$ cat src/rtl/seg7_pkg.sv
// Shared constants for the seven-segment scan controller: state codes,
// active-low glyphs, off patterns and the hex-to-segment decoder.
package seg7_pkg;

  localparam logic       SHOW     = 1'b0;
  localparam logic       GAP      = 1'b1;

  localparam logic [6:0] SEG_OFF  = 7'b1111111;
  localparam logic [3:0] AN_OFF   = 4'b1111;
  localparam logic [3:0] RING_RST = 4'b1110;

  // Active-low, bit order {g,f,e,d,c,b,a}; entry [15] is F, entry [0] is 0.
  localparam logic [15:0][6:0] GLYPH = '{
    7'b0001110, 7'b0000110, 7'b0100001, 7'b1000110,
    7'b0000011, 7'b0001000, 7'b0010000, 7'b0000000,
    7'b1111000, 7'b0000010, 7'b0010010, 7'b0011001,
    7'b0110000, 7'b0100100, 7'b1111001, 7'b1000000
  };

  function automatic logic [6:0] hex2seg(input logic [3:0] h);
    return GLYPH[h];
  endfunction

endpackage

$ cat src/rtl/seg7_digit_ring.sv
// Rotating one-cold digit-select ring; rotates left one place per enable.
module seg7_digit_ring
  import seg7_pkg::*;
(
  input  logic       clk,
  input  logic       rst,
  input  logic       en,
  input  logic       si,
  output logic [3:0] q
);

  always_ff @(posedge clk) begin
    if (rst)     q <= RING_RST;
    else if (en) q <= {q[2:0], si};
  end

endmodule

$ cat src/rtl/seg7_scan_ctrl.sv
// 4-digit seven-segment scan controller with per-frame input shadowing and
// an anode-off gap between digits. Option: SEG7_LEADING_ZERO_BLANK_EN.
module seg7_scan_ctrl
  import seg7_pkg::*;
#(
  parameter int unsigned CLK_DIV = 50000,
  parameter int unsigned GAP_CYC = 16
) (
  input  logic        clk,
  input  logic        rst,
  input  logic [15:0] digits_in,
  input  logic [3:0]  dp_in,
  input  logic [3:0]  blank_in,
  output logic [3:0]  an,
  output logic [6:0]  seg,
  output logic        dp,
  output logic        frame_tick
);

  localparam int unsigned PMAX = (CLK_DIV > GAP_CYC) ? CLK_DIV : GAP_CYC;
  localparam int unsigned PW   = (PMAX > 1) ? $clog2(PMAX) : 1;
  localparam logic [PW-1:0] SHOW_LAST = PW'(CLK_DIV - 1);
  localparam logic [PW-1:0] GAP_LAST  = (GAP_CYC > 0) ? PW'(GAP_CYC - 1) : '0;

  logic          state;
  logic [PW-1:0] presc;
  logic [1:0]    idx;
  logic [3:0]    ring;
  logic [15:0]   sh_digits;
  logic [3:0]    sh_dp, sh_blank;
  logic          show_done, gap_done, adv, wrap;
  logic [3:0]    lz_mask, blank;
  logic [3:0]    nib;
  logic          off;

  always_comb begin
    show_done = (state == SHOW) && (presc == SHOW_LAST);
    gap_done  = (state == GAP)  && (presc == GAP_LAST);
    adv       = (show_done && (GAP_CYC == 0)) || gap_done;
    wrap      = adv && (idx == 2'd3);
  end

  always_ff @(posedge clk) begin
    if (rst) begin
      state      <= SHOW;
      presc      <= '0;
      idx        <= '0;
      sh_digits  <= '0;
      sh_dp      <= '0;
      sh_blank   <= '0;
      frame_tick <= 1'b0;
    end else begin
      frame_tick <= wrap;
      idx        <= idx + {1'b0, adv};
      if (show_done && (GAP_CYC != 0)) begin
        state <= GAP;
        presc <= '0;
      end else if (adv) begin
        state <= SHOW;
        presc <= '0;
      end else begin
        presc <= presc + 1'b1;
      end
      // Inputs only enter at the frame boundary so a frame never tears.
      if (wrap) begin
        sh_digits <= digits_in;
        sh_dp     <= dp_in;
        sh_blank  <= blank_in;
      end
    end
  end

  seg7_digit_ring u_ring (
    .clk (clk),
    .rst (rst),
    .en  (adv),
    .si  (ring[3]),
    .q   (ring)
  );

`ifdef SEG7_LEADING_ZERO_BLANK_EN
  always_comb begin
    lz_mask    = '0;
    lz_mask[3] = (sh_digits[15:12] == 4'h0);
    lz_mask[2] = lz_mask[3] && (sh_digits[11:8] == 4'h0);
    lz_mask[1] = lz_mask[2] && (sh_digits[7:4] == 4'h0);
  end
`else
  assign lz_mask = '0;
`endif

  always_comb begin
    blank = sh_blank | lz_mask;
    nib   = sh_digits[{idx, 2'b00} +: 4];
    off   = (state == GAP) || blank[idx];
    an    = (state == GAP) ? AN_OFF : ring;
    seg   = off ? SEG_OFF : hex2seg(nib);
    dp    = off ? 1'b1 : ~sh_dp[idx];
  end

endmodule

$ cat config.mk
export PLATFORM = sky130hd
export DESIGN_NAME = seg7_scan_ctrl
export DESIGN_NICKNAME = d
export VERILOG_FILES = /design/src/rtl/seg7_pkg.sv /design/src/rtl/seg7_digit_ring.sv /design/src/rtl/seg7_scan_ctrl.sv
export SDC_FILE = /design/constraint.sdc
export NUM_CORES = 1
export LEC_CHECK = 0
export ABC_AREA = 1
export CAP_MARGIN = 20
export CORE_AREA = 2 2 75 77
export CTS_BUF_LIST = sky130_fd_sc_hd__clkbuf_8
export DETAILED_ROUTE_END_ITERATION = 10
export DIE_AREA = 0 0 77 79
export PLACE_DENSITY_LB_ADDON = 0.25
export SLEW_MARGIN = 10
export SYNTH_ARGS = -nofsm -noshare
export SYNTH_HDL_FRONTEND = slang
export SYNTH_SLANG_ARGS = --single-unit
$ cat constraint.sdc
create_clock -name clk -period 1.6 [get_ports clk]
set_input_delay 0.24 -clock clk [delete_from_list [all_inputs] [get_ports clk]]
set_output_delay 0.24 -clock clk [all_outputs]
set_load 0.02 [all_outputs]
==> impl_results.md <==
* Core area at approximately 5300 um2
* Min cycle time layout at 2080 ps
* Placed cell count at 532
* Simple-Gate Fraction of Synth Area at 41.7%
* Post-synthesis mux area share at 0%
* Worst Hold Class: flop to flop
* Req. time, crit path at 1360 ps
* CTS tree: yes
* Fin. max-slew vios at 0
* Fraction of layout cells with a size suffix above 1 at 25.1%
* Clock latency on the worst-skew pair at 300 ps
* #FFs+latches synth at between 40 and 50
* DR iter-0 viols at 138
* Post-Synth XOR/XNOR Area at 2.69%
* Detailed Place HPWL at 4.24 mm
* FF-to-FF setup slack at 80 ps
* DRC errors left at 0
* H-tree depth at 2
* Synth Area in Compound Gates at between 3 and 4%
* CP Class: flop to primary output
* Leak at 1.72 nW
* Outcome: finished, violations left
* DP Area at between 3000 and 4000 um2
* Starting Density at about half
* CTS clk-pin slew, worst paths at 90 ps
* Pwr per Cell Area at 598 nW/um2
* Final worst path period share at 130%
* Die height at 79 um
* Synthesized cell area at 2610 um2
* WL/cell at around 13 um
* RSZ-0062 raised after global routing: yes
* Ranking of synthesized cells by area: dfxtp_1, nand2_1, nor2_1
* Max-slew headroom at 80.8%
* Arrival time worst endpoint at 1840 ps
* Top Ports at 39
* Final hold violation count at 0
* CP max FO at 6
* Power consumption at roughly 2.2 mW
* Post-synthesis cell type count at 23
* Worst Tran Pin Value at 288 ps
* Initial DRT Pass Iterations at 5
* Worst path top cell family by delay: simple AND/OR/NAND/NOR gates
* CP most frequent cell: nand3_2
* GRT Total Usage at 22.2%
* Final WS setup at -477 ps
* CTS Buffer Depth at 2
* Vias in the first global route at 2599
* Die footprint at between 6000 and 7000 um2
* Initial antenna violation count at 0
* CTS root buf: clkbuf_8
* Startpoint class of the critical path: flop
* Global-route wire length before repair at between 10 and 15 mm
* Clock sinks at 48
* Max cap viols at 0
* Vias after detailed routing at 2765
* Cell Count, Final, Fillers Out at 546
* Synthesized area per cell at 6.29 um2
* Ys Warns at 0
* Fill count at 455
* Buf/Inv on CP at 2
* Post-synthesis sequential area ratio at 36.8%
* Largest family of logic cells by synthesized area: simple AND/OR/NAND/NOR gates
* CP max-delay cell: dfxtp_4
* IO Port Bufs at 38
* # hold bufs at CTS at 0
* Routability cong. at 0.882
* Crit. End Element: primary output
* Final Cell Area at 3680 um2
* Total Routed Length at 7.20 mm
* Final setup skew at 4.66 ps
* VDD IR max at 0.484 mV
* GR Overflow Total at 0
* Syn_nets at 449
* Top cell type's share of synthesized area at 36.8%
* Largest net degree at the start of global routing at 50
* CP cell instances: buf_6 -> nand2_2 -> nand3_2 -> nand2_4 -> ha_1 -> nand3b_1 -> nand3_2 -> nand3_2 -> buf_6
* Die X at 77 um
* Failing checks: setup timing
* Via density at 5.06
* Fmax at between 400 and 500 MHz
* Final net count at 507
* Area leader, netlist: dfxtp_1
* Pre-CTS WS at -597 ps
* Cells after synthesis at 415
* Diode count at 0
* Antenna Nets Post-Route at 0
* P&R area growth vs syn at 41.2%
* CTS buffer count at 5
* Final setup viols at 8
* Adder-cell share of the synthesized area at between 3 and 4%
* Slowest stage delay, CP at a little over 400 ps
* Rows at 27
[power by group]
part	internal, mW	switching (mW)	total [mW]
registers	1.20	0.00577	1.20
logic	0.0693	0.0381	0.107
clock network	0.463	0.430	0.893
[flip-flops by register name (all words and copies together), names as in the netlist]
signal	flops
u_ring.q	4
idx	2
blank	4
state	1
sh_dp	4
frame_tick	1
sh_digits	16
presc	16
[cell usage after synthesis (all sizes together)]
library cell / instances
nand3: 35
clkbuf: 4
nor2: 96
nand4: 2
buf: 9
or2: 1
nor3: 3
a21oi: 5
xor2: 3
ha: 8
nand2: 125
o211ai: 4
o21ai: 9
dfxtp: 48
xnor2: 5
inv: 57
nand3b: 1
[cell type report]
class | count | area, um2 | area share (%)
well taps | 72 | 90.1 | 2.45
clock inverters | 3 | 42.5 | 1.15
inverters | 57 | 236 | 6.42
clock buffers | 5 | 68.8 | 1.87
multi-input cells | 298 | 1650 | 44.9
flip-flops and latches | 48 | 968 | 26.3
repair buffers | 63 | 623 | 16.9
[layer usage]
metal  global-route usage, %  vias up  share of wire, %
met5                       0        -                 0
met4                    12.5        0               3.0
met3                    4.77       22               5.6
met2                    40.8      112                52
met1                    23.6     1258                40
li1                        -     1373                 -
[final timing paths]
kind | end | from | depth (start not counted)
max | seg[0] | idx[0]$_SDFF_PP0_ | 9
min | presc[0]$_SDFF_PP0_ | presc[0]$_SDFF_PP0_ | 1
max reg2reg | sh_digits[6]$_SDFFE_PP0P_ | presc[0]$_SDFF_PP0_ | 8
min reg2reg | presc[0]$_SDFF_PP0_ | presc[0]$_SDFF_PP0_ | 1
[cells by family (layout without fill, tap and decap cells)]
family                     Yosys count  count (layout)
AOI/OAI and AO/OA                   18              18
xor gates and xnor gates             8               8
adders and majority gates            8               8
buffers and inverters               70             128
DFF                                 48              48
and+or+nand+nor                    263             264
[cell usage in the layout, fill, tap and decap left out, types with 5 or more instances in the layout]
cell type / Yosys / final
nand2_1: 123 / 110
nor2_1: 85 / 78
inv_1: 53 / 48
dfxtp_1: 48 / 46
clkdlybuf4s50_1: 0 / 26
buf_4: 1 / 20
nor2_2: 11 / 16
nand3_2: 2 / 16
nand3_1: 33 / 15
nand2_2: 2 / 11
buf_6: 2 / 9
nand2_4: 0 / 5
o21ai_0: 9 / 5
xnor2_1: 5 / 5
ha_4: 0 / 5
clkbuf_8: 0 / 5
[per-stage QoR]
stage,setup TNS [ps],util (%),hold slack (ps)
finish,-3130,69.0,468
global placement,-3830,60.6,429
floorplan,-51.6,-,302
CTS,-2200,67.1,463
detailed placement,-4190,60.6,450
global route,-3680,69.0,487
[repair_timing]
item | 4_1_cts | 5_1_grt
buffers inserted | 4 | 1
endpoints found under the setup margin | 12 | 38
gates resized for setup | 101 | 26
gates cloned | 1 | 0
pin swaps | 21 | 8
Note: power is estimated with default switching activity, not from simulation.
